==> src/rtl/amds_rx_sequencer.sv <==
// Packet controller for one AMDS sensor UART link: delays after a trigger, arms the
// byte receiver once per byte, and commits the packet atomically only if all bytes arrive.
module amds_rx_sequencer #(
    parameter int NUM_BYTES = 8,
    parameter int WDOG_MAX  = 4095
) (
    input  logic                   clk,
    input  logic                   rst_n,
    input  logic                   enable,
    input  logic                   trigger,
    input  logic [15:0]            delay_cycles,
    input  logic                   clear_counters,
    output logic                   rx_start,
    input  logic                   rx_byte_valid,
    input  logic                   rx_data_corrupt,
    input  logic                   rx_timeout,
    input  logic [7:0]             rx_dout,
    output logic                   busy,
    output logic                   done,
    output logic                   pkt_ok,
    output logic [8*NUM_BYTES-1:0] data,
    output logic                   data_valid,
    output logic [15:0]            cnt_timeout,
    output logic [15:0]            cnt_corrupt,
    output logic [15:0]            cnt_overrun
);
    localparam int IDX_W = $clog2(NUM_BYTES);
    localparam int WD_W  = $clog2(WDOG_MAX + 1);
    localparam logic [IDX_W-1:0] IDX_LAST = IDX_W'(NUM_BYTES - 1);
    localparam logic [IDX_W-1:0] IDX_ONE  = IDX_W'(1);
    localparam logic [WD_W-1:0]  WD_LIMIT = WD_W'(WDOG_MAX);
    localparam logic [WD_W-1:0]  WD_ONE   = WD_W'(1);

    typedef enum logic [2:0] {S_IDLE, S_DELAY, S_ARM, S_WAIT, S_COMMIT, S_ABORT} state_t;

    state_t                        state;
    logic [15:0]                   dly;
    logic [IDX_W-1:0]              idx;
    logic [WD_W-1:0]               wd;
    logic [NUM_BYTES-1:0][7:0]     shadow;
    logic [NUM_BYTES-1:0][7:0]     data_q;

    assign data = data_q;

    // Flag priority in WAIT: timeout, then corrupt, then good byte, then watchdog.
    logic inc_to, inc_co, inc_ov;
    always_comb begin
        inc_to = (state == S_WAIT) &&
                 (rx_timeout || (!rx_data_corrupt && !rx_byte_valid && wd == WD_LIMIT));
        inc_co = (state == S_WAIT) && !rx_timeout && rx_data_corrupt;
        inc_ov = trigger && (state != S_IDLE);
    end

    function automatic logic [15:0] bump(input logic [15:0] c, input logic inc, input logic clr);
        if (clr) return 16'h0000;
        if (inc && c != 16'hFFFF) return c + 16'h0001;
        return c;
    endfunction

    always_ff @(posedge clk or negedge rst_n) begin
        if (!rst_n) begin
            cnt_timeout <= '0;
            cnt_corrupt <= '0;
            cnt_overrun <= '0;
        end else begin
            cnt_timeout <= bump(cnt_timeout, inc_to, clear_counters);
            cnt_corrupt <= bump(cnt_corrupt, inc_co, clear_counters);
            cnt_overrun <= bump(cnt_overrun, inc_ov, clear_counters);
        end
    end

    always_ff @(posedge clk or negedge rst_n) begin
        if (!rst_n) begin
            state      <= S_IDLE;
            dly        <= '0;
            idx        <= '0;
            wd         <= '0;
            shadow     <= '0;
            data_q     <= '0;
            data_valid <= 1'b0;
            rx_start   <= 1'b0;
            busy       <= 1'b0;
            done       <= 1'b0;
            pkt_ok     <= 1'b0;
        end else begin
            rx_start <= 1'b0;
            done     <= 1'b0;
            case (state)
                S_IDLE: begin
                    if (trigger && enable) begin
                        dly   <= delay_cycles;
                        idx   <= '0;
                        wd    <= '0;
                        busy  <= 1'b1;
                        state <= S_DELAY;
                    end
                end
                S_DELAY: begin
                    if (dly == 16'h0000) begin
                        rx_start <= 1'b1;
                        state    <= S_ARM;
                    end else begin
                        dly <= dly - 16'h0001;
                    end
                end
                S_ARM: begin
                    wd    <= '0;
                    state <= S_WAIT;
                end
                S_WAIT: begin
                    if (rx_timeout || rx_data_corrupt) begin
                        done   <= 1'b1;
                        pkt_ok <= 1'b0;
                        state  <= S_ABORT;
                    end else if (rx_byte_valid) begin
                        shadow[idx] <= rx_dout;
                        if (idx == IDX_LAST) begin
                            done   <= 1'b1;
                            pkt_ok <= 1'b1;
                            state  <= S_COMMIT;
                        end else begin
                            idx      <= idx + IDX_ONE;
                            rx_start <= 1'b1;
                            state    <= S_ARM;
                        end
                    end else if (wd == WD_LIMIT) begin
                        done   <= 1'b1;
                        pkt_ok <= 1'b0;
                        state  <= S_ABORT;
                    end else begin
                        wd <= wd + WD_ONE;
                    end
                end
                // Whole packet lands in the visible register on a single edge.
                S_COMMIT: begin
                    data_q     <= shadow;
                    data_valid <= 1'b1;
                    busy       <= 1'b0;
                    state      <= S_IDLE;
                end
                S_ABORT: begin
                    busy  <= 1'b0;
                    state <= S_IDLE;
                end
                default: begin
                    busy  <= 1'b0;
                    state <= S_IDLE;
                end
            endcase
        end
    end
endmodule

==> config.mk <==
export PLATFORM = sky130hd
export DESIGN_NAME = amds_rx_sequencer
export DESIGN_NICKNAME = d
export VERILOG_FILES = /design/src/rtl/amds_rx_sequencer.sv
export SDC_FILE = /design/constraint.sdc
export NUM_CORES = 1
export LEC_CHECK = 0
export BUFFER_PORTS_ARGS = -buffer_cell sky130_fd_sc_hd__buf_2
export CORE_MARGIN = 1
export CORE_UTILIZATION = 50
export DETAILED_ROUTE_END_ITERATION = 16
export MAX_ROUTING_LAYER = met4
export PLACE_DENSITY = 0.72
export SLEW_MARGIN = 20
export SYNTH_ARGS = -nofsm -noshare
export SYNTH_HDL_FRONTEND = slang
export SYNTH_SLANG_ARGS = --single-unit
==> constraint.sdc <==
create_clock -name clk -period 6.48 [get_ports clk]
set_input_delay 0.972 -clock clk [delete_from_list [all_inputs] [get_ports clk]]
set_output_delay 0.972 -clock clk [all_outputs]
set_load 0.05 [all_outputs]
; Yosys cells after proc, flatten, opt, wreduce, memory -nomap -nowiden
; Index checks and enable logic that the tools add are counted.
[op_classes]
n_addsub = 6
n_lt_le_gt_ge = 2
n_eq_ne = 19
muxes = 56
bitwise_logic = 2
n_reduce_logical = 34
[ops]
columns = operator, count
row1 = 16-bit 2-to-1 mux, 12
row2 = 64-bit bitwise mux, 1
row3 = "16-bit by 1-bit adder with 16-bit output, second input constant", 3
row4 = 12-bit 2-to-1 mux, 4
row5 = "16-bit != test, second input constant", 3
row6 = 12-bit case mux with 3 select lines, 1
row7 = 16-bit case mux with 2 select lines, 1
row8 = 3-bit 2-to-1 mux, 10
row9 = 8-bit demux with 3-bit select, 1
row10 = 1-bit 2-to-1 mux, 21
row11 = 16-bit logical NOT, 1
row12 = "2-bit != test, second input constant", 8
row13 = "16-bit by 1-bit subtractor with 16-bit output, second input constant", 1
row14 = "12-bit by 1-bit adder with 12-bit output, second input constant", 1
row15 = "12-bit == test, second input constant", 1
row16 = 3-bit case mux with 4 select lines, 1
row17 = 3-bit AND reduction, 4
row18 = 1-bit logical AND, 11
row19 = 5-bit AND reduction, 2
row20 = 2-bit nonzero test, 5
row21 = 3-bit nonzero test, 3
row22 = 8-bit 2-to-1 mux, 1
row23 = "3-bit by 2-bit == test with 1-bit output, second input constant", 2
row24 = "3-bit == test, second input constant", 2
row25 = 14 further kinds, 19
[totals]
reg_bits = 215
input_bits = 32
out_inout_bits = 117
word_cells = 147

; Logic depth before layout (Yosys ltp)
; Gate-level depths: netlist of run 1.
[logic_depth]
ltp_word = 10
depth_mapped = 8
depth_no_buf = 7

; Worst setup path before layout of run 1
; No wires, ideal clock.
[synth_path]
path_type = input-to-reg
from = input port rx_data_corrupt
to = register cnt_timeout[13]
setup_ns = 0.078
arrival_ns = 2.692
t_required_ns = 6.402
slack_ns = 3.709
cell_stages = 5
n_path_buf = 0
path_cell_list = or3b_1 o41a_1 or4_4 or3_1 a21oi_1
[synth_between]
elab_chain_len = 9
elab_cells_between_ends = 12
cone_classes = mux: 5 / reduce/logical: 7
[synth_rtl]
columns = item, line_no
row1 = "start, declared", 15  ; input logic rx_data_corrupt,
row2 = 1-bit logical NOT *, 49  ; (rx_timeout || (!rx_data_corrupt && !rx_byte_valid && wd == WD_LIMIT));
row3 = 1-bit logical AND * (2 in series), 49
row4 = 1-bit logical OR *, 49
row5 = 1-bit logical AND *, 48  ; inc_to = (state == S_WAIT) &&
row6 = 1-bit logical AND *, 56  ; if (inc && c != 16'hFFFF) return c + 16'h0001;
row7 = 16-bit 2-to-1 mux / 1-bit 2-to-1 mux (equally long branches), 56
row8 = 16-bit 2-to-1 mux / 1-bit 2-to-1 mux (equally long branches), "57, 56"
row9 = 16-bit 2-to-1 mux / 2-bit nonzero test (equally long branches), --
row10 = "end signal, assigned", 66  ; cnt_timeout <= bump(cnt_timeout, inc_to, clear_counters);
row11 = "end, declared", 23  ; output logic [15:0] cnt_timeout,
; Every way passes the cells marked *; elsewhere a longest branch is shown, timed or not. The select of a mux whose other input is x is not followed.
; A chain may end at the register's enable or synchronous reset.

; Final worst setup path of run 1
[layout_path]
from = register state[0]
to = register cnt_corrupt[13]
[layout_between]
elab_chain_len = 7
elab_cells_between_ends = 10
cone_classes = eq/ne: 1 / mux: 5 / reduce/logical: 4
[layout_rtl]
columns = item, line_no
row1 = "start, declared", 36  ; state_t state;
row2 = "start signal, assigned", 74  ; state <= S_IDLE;
row3 = "start signal, assigned", 95  ; state <= S_DELAY;
row4 = "start signal, assigned", 101  ; state <= S_ARM;
row5 = 3-bit by 2-bit == test with 1-bit output *, 50  ; inc_co = (state == S_WAIT) && !rx_timeout && rx_data_corrupt;
row6 = 1-bit logical AND * (2 in series), 50
row7 = 1-bit logical AND *, 56
row8 = 16-bit 2-to-1 mux / 1-bit 2-to-1 mux (equally long branches), 56
row9 = 16-bit 2-to-1 mux / 1-bit 2-to-1 mux (equally long branches), "57, 56"
row10 = 16-bit 2-to-1 mux / 2-bit nonzero test (equally long branches), --
row11 = "end signal, assigned", 67  ; cnt_corrupt <= bump(cnt_corrupt, inc_co, clear_counters);
row12 = "end, declared", 24  ; output logic [15:0] cnt_corrupt,
; Marked as above.

==> results of run 1 <==
## area by class of cell
cell class | instances | area (sq um)
well taps | 234 | 292.8
multi-input cells | 552 | 4026
fillers | 1558 | 7430
inverters | 13 | 48.80
clock inverters | 10 | 131.4
repair buffers | 153 | 788.3
clock buffers | 29 | 608.1
flip-flops and latches | 215 | 5380
## per-layer routing
metal  vias up  part of all wire (%)  GRT usage (%)
li1       3244                     -              -
met1      3414                    45          30.68
met2       184                    47          35.92
met3        42                   5.7          3.966
met4         0                   2.3          7.461
met5         -                     0              -
## per-stage QoR
stage               area [sq um]  cells  power (W)  worst slack, ps  util, %
floorplan                   9558    811   0.001666             3709        -
global placement           10530   1167   0.001758             3292    56.30
detailed placement         10530   1167   0.001765             3265    56.30
CTS                        11270   1206   0.003071             3462    60.25
global route               11280   1206   0.003179             3174    60.28
finish                     11280   1206   0.003039             3407    60.28
## flip-flops by register name (all words and copies together), names as in the netlist
signal	count
idx	3
dly	16
cnt_corrupt	16
cnt_timeout	16
shadow	64
state	3
pkt_ok	1
rx_start	1
data_valid	1
data	64
done	1
busy	1
cnt_overrun	16
wd	12
## cell usage after synthesis, drive strengths merged (5+ instances only)
master    n  area (sq um)
or4       9         71.32
o21ai    26         130.1
xnor2    29         254.0
dfrtp   215          5380
clkbuf   26         97.59
nor3     26         150.2
buf       5         22.52
or3       7         43.79
xor2     12         105.1
and2      5         31.28
nand3    40         205.2
mux2    129          1453
nor4     18         118.9
inv      12         45.04
o31ai     6         45.04
a21oi    23         115.1
a22oi     6         45.04
nand2    47         176.4
ha        8         100.1
nand4    20         125.1
nor3b     6         45.04
nor2     66         247.7
and3      7         43.79
## worst max path at each step
stage / start / to
after floorplan: rx_data_corrupt / cnt_timeout[13]
after global placement: rx_data_corrupt / cnt_timeout[15]
after detailed placement: rx_data_corrupt / cnt_timeout[13]
after CTS: state[0] / cnt_corrupt[13]
after global routing: state[0] / cnt_corrupt[9]
final: state[0] / cnt_corrupt[13]
## cell families after synthesis
| group | Yosys count | synth area share, % |
|---|---|---|
| AOI/OAI and AO/OA | 96 | 6.519 |
| xor gates and xnor gates | 41 | 3.757 |
| adders and majority gates | 8 | 1.047 |
| buffers and inverters | 44 | 1.767 |
| DFF | 215 | 56.29 |
| muxes | 131 | 15.41 |
| and+or+nand+nor | 276 | 15.21 |
## power groups by stage
stage	combinational, W	clock (W)	sequential (W)
finish	0.000257	0.00130	0.00149
global placement	0.000254	0	0.00150
detailed placement	0.000260	0	0.00150
floorplan	0.000172	0	0.00149
CTS	0.000260	0.00133	0.00148
global route	0.000297	0.00139	0.00150
==> results.md, run 1 <==
- Count of H-tree levels built during CTS: 1
- Share of cells above drive strength 1: 34.05%
- Static leakage: 5.516 nW
- Number of antenna violations at the first check in global routing: 0
- Maximum vdd drop: approximately 0.22 mV
- Cell depth of the worst hold path: 1
- Register-to-register setup slack: around 3400 ps
- Remaining antenna violation count: 0
- Netlist area before placement: 9558 sq um
- Antenna Cells: 0
- Critical Path AT: between 3000 and 4000 ps
- Number of design-rule violations left by the first detailed-router iteration: 376
- Placeable core region: 18,710 sq um
- Total Die Area: around 20,000 sq um
- Critical path launch point type: register
- Die extent in x: 140.3 um
- Switching Fraction: 24.66%
- Cell with the biggest individual delay on the critical path: dfrtp_1
- Count of unresolved DRC violations after routing: 0
- Start-to-end type of the worst setup path: register to register
- Most repeated library cell on the critical path: or4_1
- Clock root cell: clkbuf_16
- Post-CTS setup-driven buffer insertion count: 0
- Crit path depth: 5
- Proportion of power drawn by the clock network: a little over two fifths
- Most common cell after layout, fill and taps aside: dfrtp_1
- Cells along the critical path: and3b_1 > nand3_2 > or4_1 > or4_1 > a21oi_1
- Boundary Pins: 149
- Total number of placement rows: 50
- Estimated wirelength of the detail-placed design: approximately 14,000 um
- Maximum fanout along the worst path: 23
- Clk pin slew, worst setup/hold paths: 60 ps
- Num CTS Buffers: 23
- Classification of the worst-slack hold path: register to register
- Count of flip-flops with a built-in enable after synthesis: 0
- Final cycle utilization of the critical path: 47.42%
- Post-cts sizing count: 0
- Worst Path Required: ~7000 ps
- Largest net degree at the start of global routing: 85
- Yosys warning total: 0
- Count of final max-slew check failures: 0
- Gate count after technology mapping: 811
- Vias in the first global route: approximately 6,800
- Post-CTS Hold Buffers: 0
- Hold violation total from the final report: 0
- Crit end category: register
- Most used cells in the layout excluding fill and tap cells: dfrtp_1 (215), buf_2 (147), mux2_2 (128)
- Number of cell instances on the worst register-to-register path: 5
- Final wirelength: 21,220 um
- Async set or reset register ratio after synthesis: 100.0%
- Number of distinct library cell variants in the gate-level netlist after synthesis: 61
- Worst flop-to-flop path endpoint: cnt_corrupt[13]
- Transition time at the pin with the least slew margin: 1086 ps
- Post-DR vias/cell: about 5.7
- #FFs+latches synth: 215
- Clock tree from TritonCTS: built
- Wire length of the first global-routing pass: 35,080 um
- First-pass detailed-route iteration total: 4
- R2r startpoint: state[0]
- Synth-to-layout area growth: 17.97%
- Peak Freq: roughly 330 MHz
- I/O Buffers: 148
- Min-Delay Startpoint: data_valid
- Initial cell density of the core: approximately half
- Routability cong.: 0.8774
- Final TNS setup: 0 ps
- Slowest stage delay, CP: 790 ps
- Max Clock Skew: roughly 11 ps
- Buffers plus inverters on the worst setup path: 0
- Minimum hold slack: roughly 460 ps
- Clock net sink count: 215
- Final critical-path required period: approximately 3000 ps
- P_sw: 0.0007494 W
- Maximum Capacitance Violations: 0
- Run status: completed
- Synth Flop Type: dfrtp_1
- Part of the power in registers: 48.9%
- Largest buffer count on any clock path: 3
- Vias after detailed routing: about 6,900
- Clock Latency Late Sink: 500 ps
- Ratio of total power to cell area: between 200 and 300 nW/um^2
- Post-Synthesis Net Count: between 800 and 900
- Worst rel slew slack: about a quarter
- Setup repair after global routing missed its margin: no
- Total setup violations reported at the end of the flow: 0
- Hold EP: data_valid
- Internal power: 0.002289 W
- Total global routing overflow: 0
- Height of the die: between 100 and 150 um
- Cell family contributing the most delay on the critical path: simple AND/OR/NAND/NOR gates
- Layout Nets: 998
- Avg Cell Area, Syn: 11.79 sq um
- Avg WL per Cell: approximately 18 um
- Post-synthesis sequential area ratio: 56.29%
- Global routing usage summed across all routing layers: 23.01%
- Combinational power share: 8.5%
No activity file was read; power rests on OpenSTA's default activity.
==> run 2: changes to the inputs <==
clock period = 3.15 ns   (was 6.48 ns; I/O delays follow)
==> run 2 against run 1 <==
Net effect: sequential share of layout area shrank 0.90 points; final cell count is 1.8% higher; total power up 110%; non-clock buffer count increased by 20; routed wire length is 2.6% higher; critical path type unchanged; critical endpoint unchanged.
==> results.md, run 2 (synthesis results as in run 1) <==
- Post-cts sizing count: 0 (unchanged)
- Remaining antenna violation count: 0 (unchanged)
- Part of the power in registers: 47.9% (was 48.9%)
- Combinational power share: 8.8% (was 8.5%)
- Vias after detailed routing: 7,026 (was 6,884)
- Final instance count without filler cells: 1,228 (was 1,206)
- Total Die Area: 19,670 sq um (unchanged)
- Most repeated library cell on the critical path: or4_1 (unchanged)
- Count of final max-slew check failures: 0 (unchanged)
- Post-DR vias/cell: 5.721 (was 5.708)
- Post-CTS setup-driven buffer insertion count: 0 (unchanged)
- Boundary Pins: 149 (unchanged)
- Clock net sink count: 215 (unchanged)
- Routability cong.: 0.8905 (was 0.8774)
- Crit path depth: 5 (unchanged)
- Worst Path Required: 3580 ps (was 6890 ps)
- Layout Nets: 1,018 (was 998)
- Crit end category: register (unchanged)
- Antenna Cells: 0 (unchanged)
- Transition time at the pin with the least slew margin: 877.1 ps (was 1086 ps)
- P_sw: 0.001592 W (was 0.0007494 W)
- Largest buffer count on any clock path: 3 (unchanged)
- Proportion of power drawn by the clock network: 43.3% (was 42.7%)
- Largest net degree at the start of global routing: 85 (unchanged)
- Ratio of total power to cell area: 555.7 nW/um^2 (was 269.5 nW/um^2)
- Slowest stage delay, CP: 640 ps (was 790 ps)
- Avg WL per Cell: 17.73 um (was 17.60 um)
- Clock tree from TritonCTS: built (unchanged)
- Synth-to-layout area growth: 20.24% (was 17.97%)
- Register-to-register setup slack: 570 ps (was 3410 ps)
- Final TNS setup: 0 ps (unchanged)
- Worst rel slew slack: 41.53% (was 26.68%)
- Cell depth of the worst hold path: 3 (was 1)
- Initial cell density of the core: 51.10% (unchanged)
- Final standard cell utilization of the core: 61.44% (was 60.28%)
- Clock root cell: clkbuf_16 (unchanged)
- Maximum Capacitance Violations: 0 (unchanged)
- R2r startpoint: state[2] (was state[0])
- Final wirelength: 21,770 um (was 21,220 um)
- Final cycle utilization of the critical path: 81.85% (was 47.42%)
- Total number of placement rows: 50 (unchanged)
- Global routing usage summed across all routing layers: 23.65% (was 23.01%)
- Cell with the biggest individual delay on the critical path: or4_1 (was dfrtp_1)
- Number of cell instances on the worst register-to-register path: 5 (unchanged)
- Critical path launch point type: register (unchanged)
- Run status: completed (unchanged)
- Max Clock Skew: 9.618 ps (was 10.62 ps)
- Cells along the critical path: and3b_1 > nand3_2 > or4_1 > or4_1 > a21oi_1 (unchanged)
- First-pass detailed-route iteration total: 5 (was 4)
- Total global routing overflow: 0 (unchanged)
- Setup repair after global routing missed its margin: no (unchanged)
- Number of antenna violations at the first check in global routing: 0 (unchanged)
- Slack of the critical path: 571.7 ps (was 3407 ps)
- Total Power Consumption: 0.006387 W (was 0.003039 W)
- Number of placed cells counting well taps: 1,186 (was 1,167)
- Post-placement setup slack: 567.7 ps (was 3265 ps)
- Min-Delay Startpoint: delay_cycles[6] (was data_valid)
- Wire length of the first global-routing pass: 36,200 um (was 35,080 um)
- Buffers plus inverters on the worst setup path: 0 (unchanged)
- Static leakage: 5.644 nW (was 5.516 nW)
- Num CTS Buffers: 23 (unchanged)
- Post-CTS Hold Buffers: 1 (was 0)
- Critical Path AT: 3010 ps (was 3490 ps)
- Count of H-tree levels built during CTS: 1 (unchanged)
- Maximum fanout along the worst path: 16 (was 23)
- Hold violation total from the final report: 0 (unchanged)
- Final critical-path required period: 2578 ps (was 3073 ps)
- Total setup violations reported at the end of the flow: 0 (unchanged)
- Classification of the worst-slack hold path: input pin to register (was register to register)
- Count of unresolved DRC violations after routing: 0 (unchanged)
- Cell family contributing the most delay on the critical path: simple AND/OR/NAND/NOR gates (unchanged)
- Estimated wirelength of the detail-placed design: 14,460 um (was 14,150 um)
- Switching Fraction: 24.92% (was 24.66%)
- Height of the die: 140.3 um (unchanged)
- Vias in the first global route: 6,951 (was 6,839)
- I/O Buffers: 148 (unchanged)
- Maximum vdd drop: 0.4233 mV (was 0.2153 mV)
- Hold EP: dly[6] (was data_valid)
- Most common cell after layout, fill and taps aside: dfrtp_1 (unchanged)
- Clock Latency Late Sink: 510 ps (was 500 ps)
- Worst flop-to-flop path endpoint: cnt_corrupt[13] (unchanged)
- Die extent in x: 140.3 um (unchanged)
- Internal power: 0.004795 W (was 0.002289 W)
- Share of cells above drive strength 1: 35.51% (was 34.05%)
- Clk pin slew, worst setup/hold paths: 60 ps (about the same)
- Start-to-end type of the worst setup path: register to register (unchanged)
- Peak Freq: 387.9 MHz (was 325.4 MHz)
- Most used cells in the layout excluding fill and tap cells: dfrtp_1 (215), buf_2 (147), mux2_2 (128) (unchanged)
- Number of design-rule violations left by the first detailed-router iteration: 299 (was 376)
- Placeable core region: 18,710 sq um (unchanged)
-- run 2: power by group through the flow --
stage	logic, W	clock network (W)	registers [W]
after global routing	0.000646	0.00294	0.00308
after CTS	0.000570	0.00283	0.00305
after global placement	0.000553	0	0.00309
after detailed placement	0.000567	0	0.00310
after floorplan	0.000354	0	0.00307
final	0.000564	0.00276	0.00306
-- run 2: layer usage --
layer,global-route usage (%),vias to the layer above,routed length [um]
li1,-,3293,-
met1,31.94,3523,10000
met2,36.55,181,10140
met3,4.991,29,1227
met4,5.899,0,396
met5,-,-,0
-- run 2: how the worst max path moves through the flow --
stage	startpoint	endpoint	slack (ps)
floorplan	cnt_timeout[0]	cnt_timeout[0]	770
global placement	rx_data_corrupt	shadow[34]	590
detailed placement	rx_data_corrupt	shadow[35]	570
CTS	state[2]	cnt_corrupt[13]	570
global route	state[2]	cnt_corrupt[13]	450
finish	state[2]	cnt_corrupt[13]	570
-- run 2: layout make-up --
type	instances	area, sq um
Timing Repair Buffer	173	965.9
Clock buffer	33	683.2
Clock inverter	8	100.1
Fill cell	1541	7213
Tap cell	234	292.8
Sequential cell	215	5380
Multi-Input combinational cell	552	4021
Inverter	13	48.80
-- run 2: worst min-delay path: cells and delay by family --
family / cells / cell delay [ps]
buf+inv: 1 / 70
simple gates: 1 / 70
compound gates: 1 / 40
-- run 2: through the flow --
stage / hold WS (ps) / instance area (sq um)
6_report: 191.5 / 11490
5_1_grt: 190.1 / 11490
4_1_cts: 175.0 / 11490
3_5_place_dp: 451.4 / 10700
3_3_place_gp: 449.5 / 10700
2_1_floorplan: 176.9 / 9558
